## config.mk

```make
export PLATFORM = sky130hd
export DESIGN_NAME = wb_register_file_flat
export DESIGN_NICKNAME = d
export VERILOG_FILES = /design/src/rtl/wb_register_file_pkg.sv /design/src/rtl/wb_register_file_if.sv /design/src/rtl/wb_register_file_scoreboard.sv /design/src/rtl/wb_register_file.sv /design/src/flat_wrapper.sv
export SDC_FILE = /design/constraint.sdc
export NUM_CORES = 2
export LEC_CHECK = 0
export CAP_MARGIN = 20
export CORE_MARGIN = 2
export CORE_UTILIZATION = 24
export CTS_CLUSTER_DIAMETER = 50
export DETAILED_ROUTE_END_ITERATION = 10
export PLACE_DENSITY = 0.34
export SLEW_MARGIN = 40
export SYNTH_ARGS = -nofsm -noshare
export SYNTH_HDL_FRONTEND = slang
export SYNTH_SLANG_ARGS = --single-unit
```

## constraint.sdc

```tcl
create_clock -name CLK -period 21.3 [get_ports CLK]
set_input_delay 2.13 -clock CLK [delete_from_list [all_inputs] [get_ports CLK]]
set_output_delay 2.13 -clock CLK [all_outputs]
set_load 0.01 [all_outputs]
```

## src/rtl/wb_register_file_pkg.sv

```systemverilog
// Shared constants and types for the integer register file, decode and write-back.
package wb_register_file_pkg;
    localparam int DATA_WIDTH = 32;
    localparam int ADDR_WIDTH = 5;
    localparam int REG_COUNT  = 32;

    typedef logic [ADDR_WIDTH-1:0] reg_index_t;
    typedef logic [DATA_WIDTH-1:0] word_t;
    typedef logic [ADDR_WIDTH:0]   busy_cnt_t;

    localparam reg_index_t REG_ZERO = '0;

    function automatic busy_cnt_t popcount(input logic [REG_COUNT-1:0] v);
        busy_cnt_t cnt;
        cnt = '0;
        for (int i = 0; i < REG_COUNT; i++) cnt = cnt + busy_cnt_t'(v[i]);
        return cnt;
    endfunction
endpackage

```

## src/rtl/wb_register_file_if.sv

```systemverilog
// Decode read/issue, write-back and stall signals of the register file.
interface wb_register_file_if;
    import wb_register_file_pkg::*;

    reg_index_t RS1_ADDR;
    reg_index_t RS2_ADDR;
    logic       RS1_USED;
    logic       RS2_USED;
    word_t      RS1_DATA;
    word_t      RS2_DATA;
    logic       ISSUE_VALID;
    reg_index_t ISSUE_RD_ADDR;
    logic       ISSUE_RD_EN;
    logic       WB_WRITE_EN;
    reg_index_t WB_RD_ADDR;
    word_t      WB_DATA;
    logic       HAZARD;
    busy_cnt_t  BUSY_COUNT;

    modport master (
        output RS1_ADDR, RS2_ADDR, RS1_USED, RS2_USED,
        output ISSUE_VALID, ISSUE_RD_ADDR, ISSUE_RD_EN,
        output WB_WRITE_EN, WB_RD_ADDR, WB_DATA,
        input  RS1_DATA, RS2_DATA, HAZARD, BUSY_COUNT
    );

    modport slave (
        input  RS1_ADDR, RS2_ADDR, RS1_USED, RS2_USED,
        input  ISSUE_VALID, ISSUE_RD_ADDR, ISSUE_RD_EN,
        input  WB_WRITE_EN, WB_RD_ADDR, WB_DATA,
        output RS1_DATA, RS2_DATA, HAZARD, BUSY_COUNT
    );
endinterface

```

## src/rtl/wb_register_file_scoreboard.sv

```systemverilog
// Per-register busy bits with set-over-clear priority, busy count and operand pending lookup.
module wb_scoreboard
    import wb_register_file_pkg::*;
(
    input  logic       i_clk,
    input  logic       i_rst_n,
    input  logic       i_set_en,
    input  reg_index_t i_set_addr,
    input  logic       i_clr_en,
    input  reg_index_t i_clr_addr,
    input  reg_index_t i_rs1_addr,
    input  reg_index_t i_rs2_addr,
    output logic       o_rs1_pending,
    output logic       o_rs2_pending,
    output busy_cnt_t  o_busy_count
);
    logic [REG_COUNT-1:0] r_busy;
    logic [REG_COUNT-1:0] w_busy_nxt;
    busy_cnt_t            r_busy_count;

    // Clear first so an issue to the same index on this edge leaves it pending.
    always_comb begin
        w_busy_nxt = r_busy;
        if (i_clr_en && i_clr_addr != REG_ZERO) w_busy_nxt[i_clr_addr] = 1'b0;
        if (i_set_en && i_set_addr != REG_ZERO) w_busy_nxt[i_set_addr] = 1'b1;
    end

    always_ff @(posedge i_clk) begin
        if (!i_rst_n) begin
            r_busy       <= '0;
            r_busy_count <= '0;
        end else begin
            r_busy       <= w_busy_nxt;
            r_busy_count <= popcount(w_busy_nxt);
        end
    end

    // A write-back landing this cycle resolves the dependency via the bypass.
    assign o_rs1_pending = r_busy[i_rs1_addr] && (i_rs1_addr != REG_ZERO) &&
                           !(i_clr_en && i_clr_addr == i_rs1_addr);
    assign o_rs2_pending = r_busy[i_rs2_addr] && (i_rs2_addr != REG_ZERO) &&
                           !(i_clr_en && i_clr_addr == i_rs2_addr);
    assign o_busy_count  = r_busy_count;
endmodule

```

## src/rtl/wb_register_file.sv

```systemverilog
// 32x32 integer register file with x0 hardwired to zero, write-to-read bypass and busy-based stall.
module wb_register_file
    import wb_register_file_pkg::*;
(
    input  logic CLK,
    input  logic RST_N,
    wb_register_file_if.slave bus
);
    word_t r_regs [REG_COUNT];
    word_t w_rs1_data;
    word_t w_rs2_data;
    logic  w_rs1_pending;
    logic  w_rs2_pending;
    logic  w_hazard;
    logic  w_wb_live;

    assign w_wb_live = bus.WB_WRITE_EN && (bus.WB_RD_ADDR != REG_ZERO);

    always_ff @(posedge CLK) begin
        if (!RST_N) begin
            for (int i = 0; i < REG_COUNT; i++) r_regs[i] <= '0;
        end else if (w_wb_live) begin
            r_regs[bus.WB_RD_ADDR] <= bus.WB_DATA;
        end
    end

    always_comb begin
        w_rs1_data = r_regs[bus.RS1_ADDR];
        if (bus.RS1_ADDR == REG_ZERO) w_rs1_data = '0;
        else if (w_wb_live && bus.WB_RD_ADDR == bus.RS1_ADDR) w_rs1_data = bus.WB_DATA;
    end

    always_comb begin
        w_rs2_data = r_regs[bus.RS2_ADDR];
        if (bus.RS2_ADDR == REG_ZERO) w_rs2_data = '0;
        else if (w_wb_live && bus.WB_RD_ADDR == bus.RS2_ADDR) w_rs2_data = bus.WB_DATA;
    end

    assign w_hazard = (bus.RS1_USED && w_rs1_pending) || (bus.RS2_USED && w_rs2_pending);

    wb_scoreboard u_scoreboard (
        .i_clk         (CLK),
        .i_rst_n       (RST_N),
        .i_set_en      (bus.ISSUE_VALID && bus.ISSUE_RD_EN && !w_hazard),
        .i_set_addr    (bus.ISSUE_RD_ADDR),
        .i_clr_en      (bus.WB_WRITE_EN),
        .i_clr_addr    (bus.WB_RD_ADDR),
        .i_rs1_addr    (bus.RS1_ADDR),
        .i_rs2_addr    (bus.RS2_ADDR),
        .o_rs1_pending (w_rs1_pending),
        .o_rs2_pending (w_rs2_pending),
        .o_busy_count  (bus.BUSY_COUNT)
    );

    // Reads and stall are forced quiet while reset is held.
    assign bus.RS1_DATA = RST_N ? w_rs1_data : '0;
    assign bus.RS2_DATA = RST_N ? w_rs2_data : '0;
    assign bus.HAZARD   = RST_N && w_hazard;
endmodule

```

## src/flat_wrapper.sv

```systemverilog
// flat-port wrapper written by rule: the top's interface ports become plain ports
module wb_register_file_flat import wb_register_file_pkg::*;
  (CLK, RST_N, bus_RS1_ADDR, bus_RS2_ADDR, bus_RS1_USED, bus_RS2_USED, bus_ISSUE_VALID, bus_ISSUE_RD_ADDR, bus_ISSUE_RD_EN, bus_WB_WRITE_EN, bus_WB_RD_ADDR, bus_WB_DATA, bus_RS1_DATA, bus_RS2_DATA, bus_HAZARD, bus_BUSY_COUNT);
  wb_register_file_if bus_i ();
  input  logic CLK;
  input  logic RST_N;
  input wire logic [$bits(bus_i.RS1_ADDR)-1:0] bus_RS1_ADDR;
  input wire logic [$bits(bus_i.RS2_ADDR)-1:0] bus_RS2_ADDR;
  input wire logic [$bits(bus_i.RS1_USED)-1:0] bus_RS1_USED;
  input wire logic [$bits(bus_i.RS2_USED)-1:0] bus_RS2_USED;
  input wire logic [$bits(bus_i.ISSUE_VALID)-1:0] bus_ISSUE_VALID;
  input wire logic [$bits(bus_i.ISSUE_RD_ADDR)-1:0] bus_ISSUE_RD_ADDR;
  input wire logic [$bits(bus_i.ISSUE_RD_EN)-1:0] bus_ISSUE_RD_EN;
  input wire logic [$bits(bus_i.WB_WRITE_EN)-1:0] bus_WB_WRITE_EN;
  input wire logic [$bits(bus_i.WB_RD_ADDR)-1:0] bus_WB_RD_ADDR;
  input wire logic [$bits(bus_i.WB_DATA)-1:0] bus_WB_DATA;
  output wire logic [$bits(bus_i.RS1_DATA)-1:0] bus_RS1_DATA;
  output wire logic [$bits(bus_i.RS2_DATA)-1:0] bus_RS2_DATA;
  output wire logic [$bits(bus_i.HAZARD)-1:0] bus_HAZARD;
  output wire logic [$bits(bus_i.BUSY_COUNT)-1:0] bus_BUSY_COUNT;
  assign bus_i.RS1_ADDR = bus_RS1_ADDR;
  assign bus_i.RS2_ADDR = bus_RS2_ADDR;
  assign bus_i.RS1_USED = bus_RS1_USED;
  assign bus_i.RS2_USED = bus_RS2_USED;
  assign bus_i.ISSUE_VALID = bus_ISSUE_VALID;
  assign bus_i.ISSUE_RD_ADDR = bus_ISSUE_RD_ADDR;
  assign bus_i.ISSUE_RD_EN = bus_ISSUE_RD_EN;
  assign bus_i.WB_WRITE_EN = bus_WB_WRITE_EN;
  assign bus_i.WB_RD_ADDR = bus_WB_RD_ADDR;
  assign bus_i.WB_DATA = bus_WB_DATA;
  assign bus_RS1_DATA = bus_i.RS1_DATA;
  assign bus_RS2_DATA = bus_i.RS2_DATA;
  assign bus_HAZARD = bus_i.HAZARD;
  assign bus_BUSY_COUNT = bus_i.BUSY_COUNT;
  wb_register_file u_core (.CLK(CLK), .RST_N(RST_N), .bus(bus_i));
endmodule
```

==> metrics.md <==
| Metric | Value |
|---|---|
| Status | `finished clean` |
| DR DRC count | `0` |
| Pleak | `23.45 nW` |
| Die X | `498.7 µm` |
| Top cells by area, synth | `edfxtp_1, mux4_2, and2_1` |
| CTS root buffer | `clkbuf_16` |
| Top cells by count, synth | `edfxtp_1, and2_1, mux4_2, clkbuf_1, mux2i_1` |
| Number of global-route vias before repair | `39230` |
| Clk Latency, worst-skew pair | `820 ps` |
| Register area | `0.03151 mm²` |
| TritonCTS clock tree | `yes` |
| Setup TNS Final | `0 ps` |
| Final Util | `0.2874` |
| PostCTS Resize Cnt | `0` |
| Yosys cell types | `64` |
| Slew headroom | `0.3948` |
| Crit path kind | `input port to output pin` |
| WP data arrival | `7290 ps` |
| Final hold vios | `0` |
| Fin area | `0.06990 mm²` |
| Final setup vio count | `0` |
| First-pass GRT wire length | `370600 µm` |
| CTS clock-pin slew for the worst setup and hold paths | `60 ps` |
| Antenna viol nets, final | `0` |
| Hold-fix buffers, CTS | `0` |
| Mapped Cells | `3958` |
| RSZ-0062 raised after global routing | `false` |
| DP Area | `0.06431 mm²` |
| Flop2flop setup slack | `14400 ps` |
| Peak VDD IR | `0.08909 mV` |
| Share of the synthesized area in the top cell type | `0.5235` |
| Most frequent cell after synthesis | `edfxtp_1` |
| Post-route minimum period | `9419 ps` |
| WP data required | `19170 ps` |
| Overall Global Routing Usage | `0.2200` |
| Die ar. | `0.2487 mm²` |
| Via density | `5.117` |
| FMAX | `0.1062 GHz` |
| Slew Viols, Final | `0` |
| Fillers | `24250` |
| Register area share after synthesis | `0.5364` |
| Placed insts | `7049` |
| Tcrit/Tclk final | `0.4422` |
| H-tree lvl count | `4` |
| Type of origin of the critical path | `input port` |
| Clock Path Buffers | `3` |
| Mean routed wirelength per cell | `37.22 µm` |
| EDFF count, synth | `1024` |
| Hold WC Path Type | `flop to flop` |
| Drt pass-1 iters | `5` |
| Buffers added on ports | `129` |
| Worst-Margin Slew | `907.8 ps` |
| CP max FO | `61` |
| Site Rows | `181` |
| Syn Area/Cell | `14.84 µm²` |
| Die height | `498.7 µm` |
| Fraction of registers with async set/reset | `0` |
| Core Area | `0.2432 mm²` |
| Grt ovf | `0` |
| Clock Skew | `28.49 ps` |
| Vias | `37890` |
| Pin count of the biggest net entering global routing | `83` |
| TritonCTS Buffers | `164` |
| Initial core utilization | `0.2415` |
| Max-cap viol count | `0` |
| Hold_ws | `556.7 ps` |
| Initial DRC Count | `4233` |
| RR Endpoint | `u_core.u_scoreboard.o_busy_count[4]` |
| Antenna violations before repair | `46` |
| Ys Warns | `0` |
| Final WL | `275600 µm` |
| Top_reg_cell synth | `edfxtp_1` |
| HPWL Detailed | `152600 µm` |
| CP Launch Point | `bus_RS2_ADDR[1]` |
| Synthesis-stage register bit count | `1062` |
| Postcts setup bufs | `0` |
| Non-filler cells, final | `7405` |
| Critical hold path startpoint | `u_core.u_scoreboard.r_busy[17]` |
| Layout cells sized above 1 | `0.2679` |
| Area Overhead vs Synth | `18.99%` |
| Mapped cell area | `0.05874 mm²` |
| Clock sink total | `1062` |
| Worst R2R Start | `u_core.u_scoreboard.r_busy[11]` |
| Final #Nets | `4103` |
| Pwr dens | `85.10 mW/mm²` |
| Multi-input gate area | `0.02588 mm²` |
| Min-Delay Endpoint | `u_core.u_scoreboard.r_busy[17]` |
| Worst setup EP type | `output pin` |
| RePlAce Congestion | `0.8033` |
| I/O pin total | `130` |
| Worst Reg-to-Reg Cells | `24` |
| Yosys top cell by area | `edfxtp_1` |
| Hold Crit Depth | `2` |
-- per-layer routing --
layer | vias up | part of all wire | GRT usage
met5 | - | 0.000025 | 0
met4 | 2 | 0.025 | 0.06118
met3 | 279 | 0.057 | 0.03064
met2 | 1539 | 0.46 | 0.3388
met1 | 20640 | 0.46 | 0.3213
li1 | 15440 | - | -
-- flip-flops by register name, summed over array words and instances, names as in the netlist --
name,cells
u_core.r_regs,1024
u_core.u_scoreboard.r_busy,32
u_core.u_scoreboard.o_busy_count,6
-- stage by stage --
| step | power (mW) | setup WS, ps |
|---|---|---|
| finish | 5.948 | 11880 |
| global route | 6.126 | 11850 |
| CTS | 6.012 | 11850 |
| detailed placement | 3.242 | 11450 |
| global placement | 3.236 | 11170 |
| floorplan | 2.894 | 13170 |
-- final cells by class --
| class | count | area share |
|---|---|---|
| diodes | 56 | 0.002005 |
| clock buffers | 197 | 0.06228 |
| clock inverters | 103 | 0.01552 |
| inverters | 33 | 0.001826 |
| multi-input cells | 2473 | 0.3703 |
| flip-flops and latches | 1062 | 0.4508 |
| well taps | 3202 | 0.05732 |
| repair buffers | 279 | 0.03995 |
-- report_power, final --
part           internal (mW)  switching, mW
Combinational          0.290          0.437
Clock                   1.68           1.08
Sequential              2.41         0.0572
Total                   4.37           1.57
-- kinds of logic (layout without fill, tap and decap cells) --
kind of cell	after synthesis	count (layout)	share of synthesized area
buf+inv	454	612	0.03702
mux	746	746	0.2441
fa+ha+maj	31	31	0.009670
compound gates	313	313	0.03838
simple gates	1339	1339	0.1326
xor+xnor	12	12	0.001789
other cells	1	88	0.00006384
flops	1062	1062	0.5364
-- critical path: stages --
cell and delay, ps:
buf_8 540, buf_4 790, buf_4 700, buf_4 680, mux4_2 350, mux2i_1 120, mux4_2 610, a211oi_1 540
clkdlybuf4s50_1 650
-- worst max-delay path by stage --
stage | end | depth (start not counted)
floorplan | u_core.u_scoreboard.o_busy_count[4] | 26
global placement | u_core.u_scoreboard.o_busy_count[4] | 26
detailed placement | u_core.u_scoreboard.o_busy_count[4] | 26
CTS | bus_RS2_DATA[17] | 9
global route | bus_RS2_DATA[17] | 9
finish | bus_RS2_DATA[13] | 9
-- cell usage in the layout, fill, tap and decap left out, types with 24 or more instances in the layout --
| cell | n |
|---|---|
| o221ai_1 | 42 |
| clkbuf_1 | 25 |
| clkdlybuf4s50_1 | 114 |
| clkbuf_16 | 168 |
| inv_1 | 30 |
| buf_6 | 41 |
| conb_1 | 32 |
| a211oi_1 | 56 |
| buf_4 | 97 |
| nor2_4 | 31 |
| o21ai_1 | 25 |
| edfxtp_1 | 1024 |
| nand2_1 | 99 |
| nand3_1 | 48 |
| and2_1 | 1014 |
| mux2_2 | 50 |
| dfxtp_1 | 38 |
| clkinv_2 | 32 |
| mux2i_1 | 152 |
| mux4_2 | 544 |
| fa_1 | 24 |
| nor2_1 | 60 |
| diode_2 | 56 |
| a21oi_1 | 42 |
(Power assumes the default switching activity.)
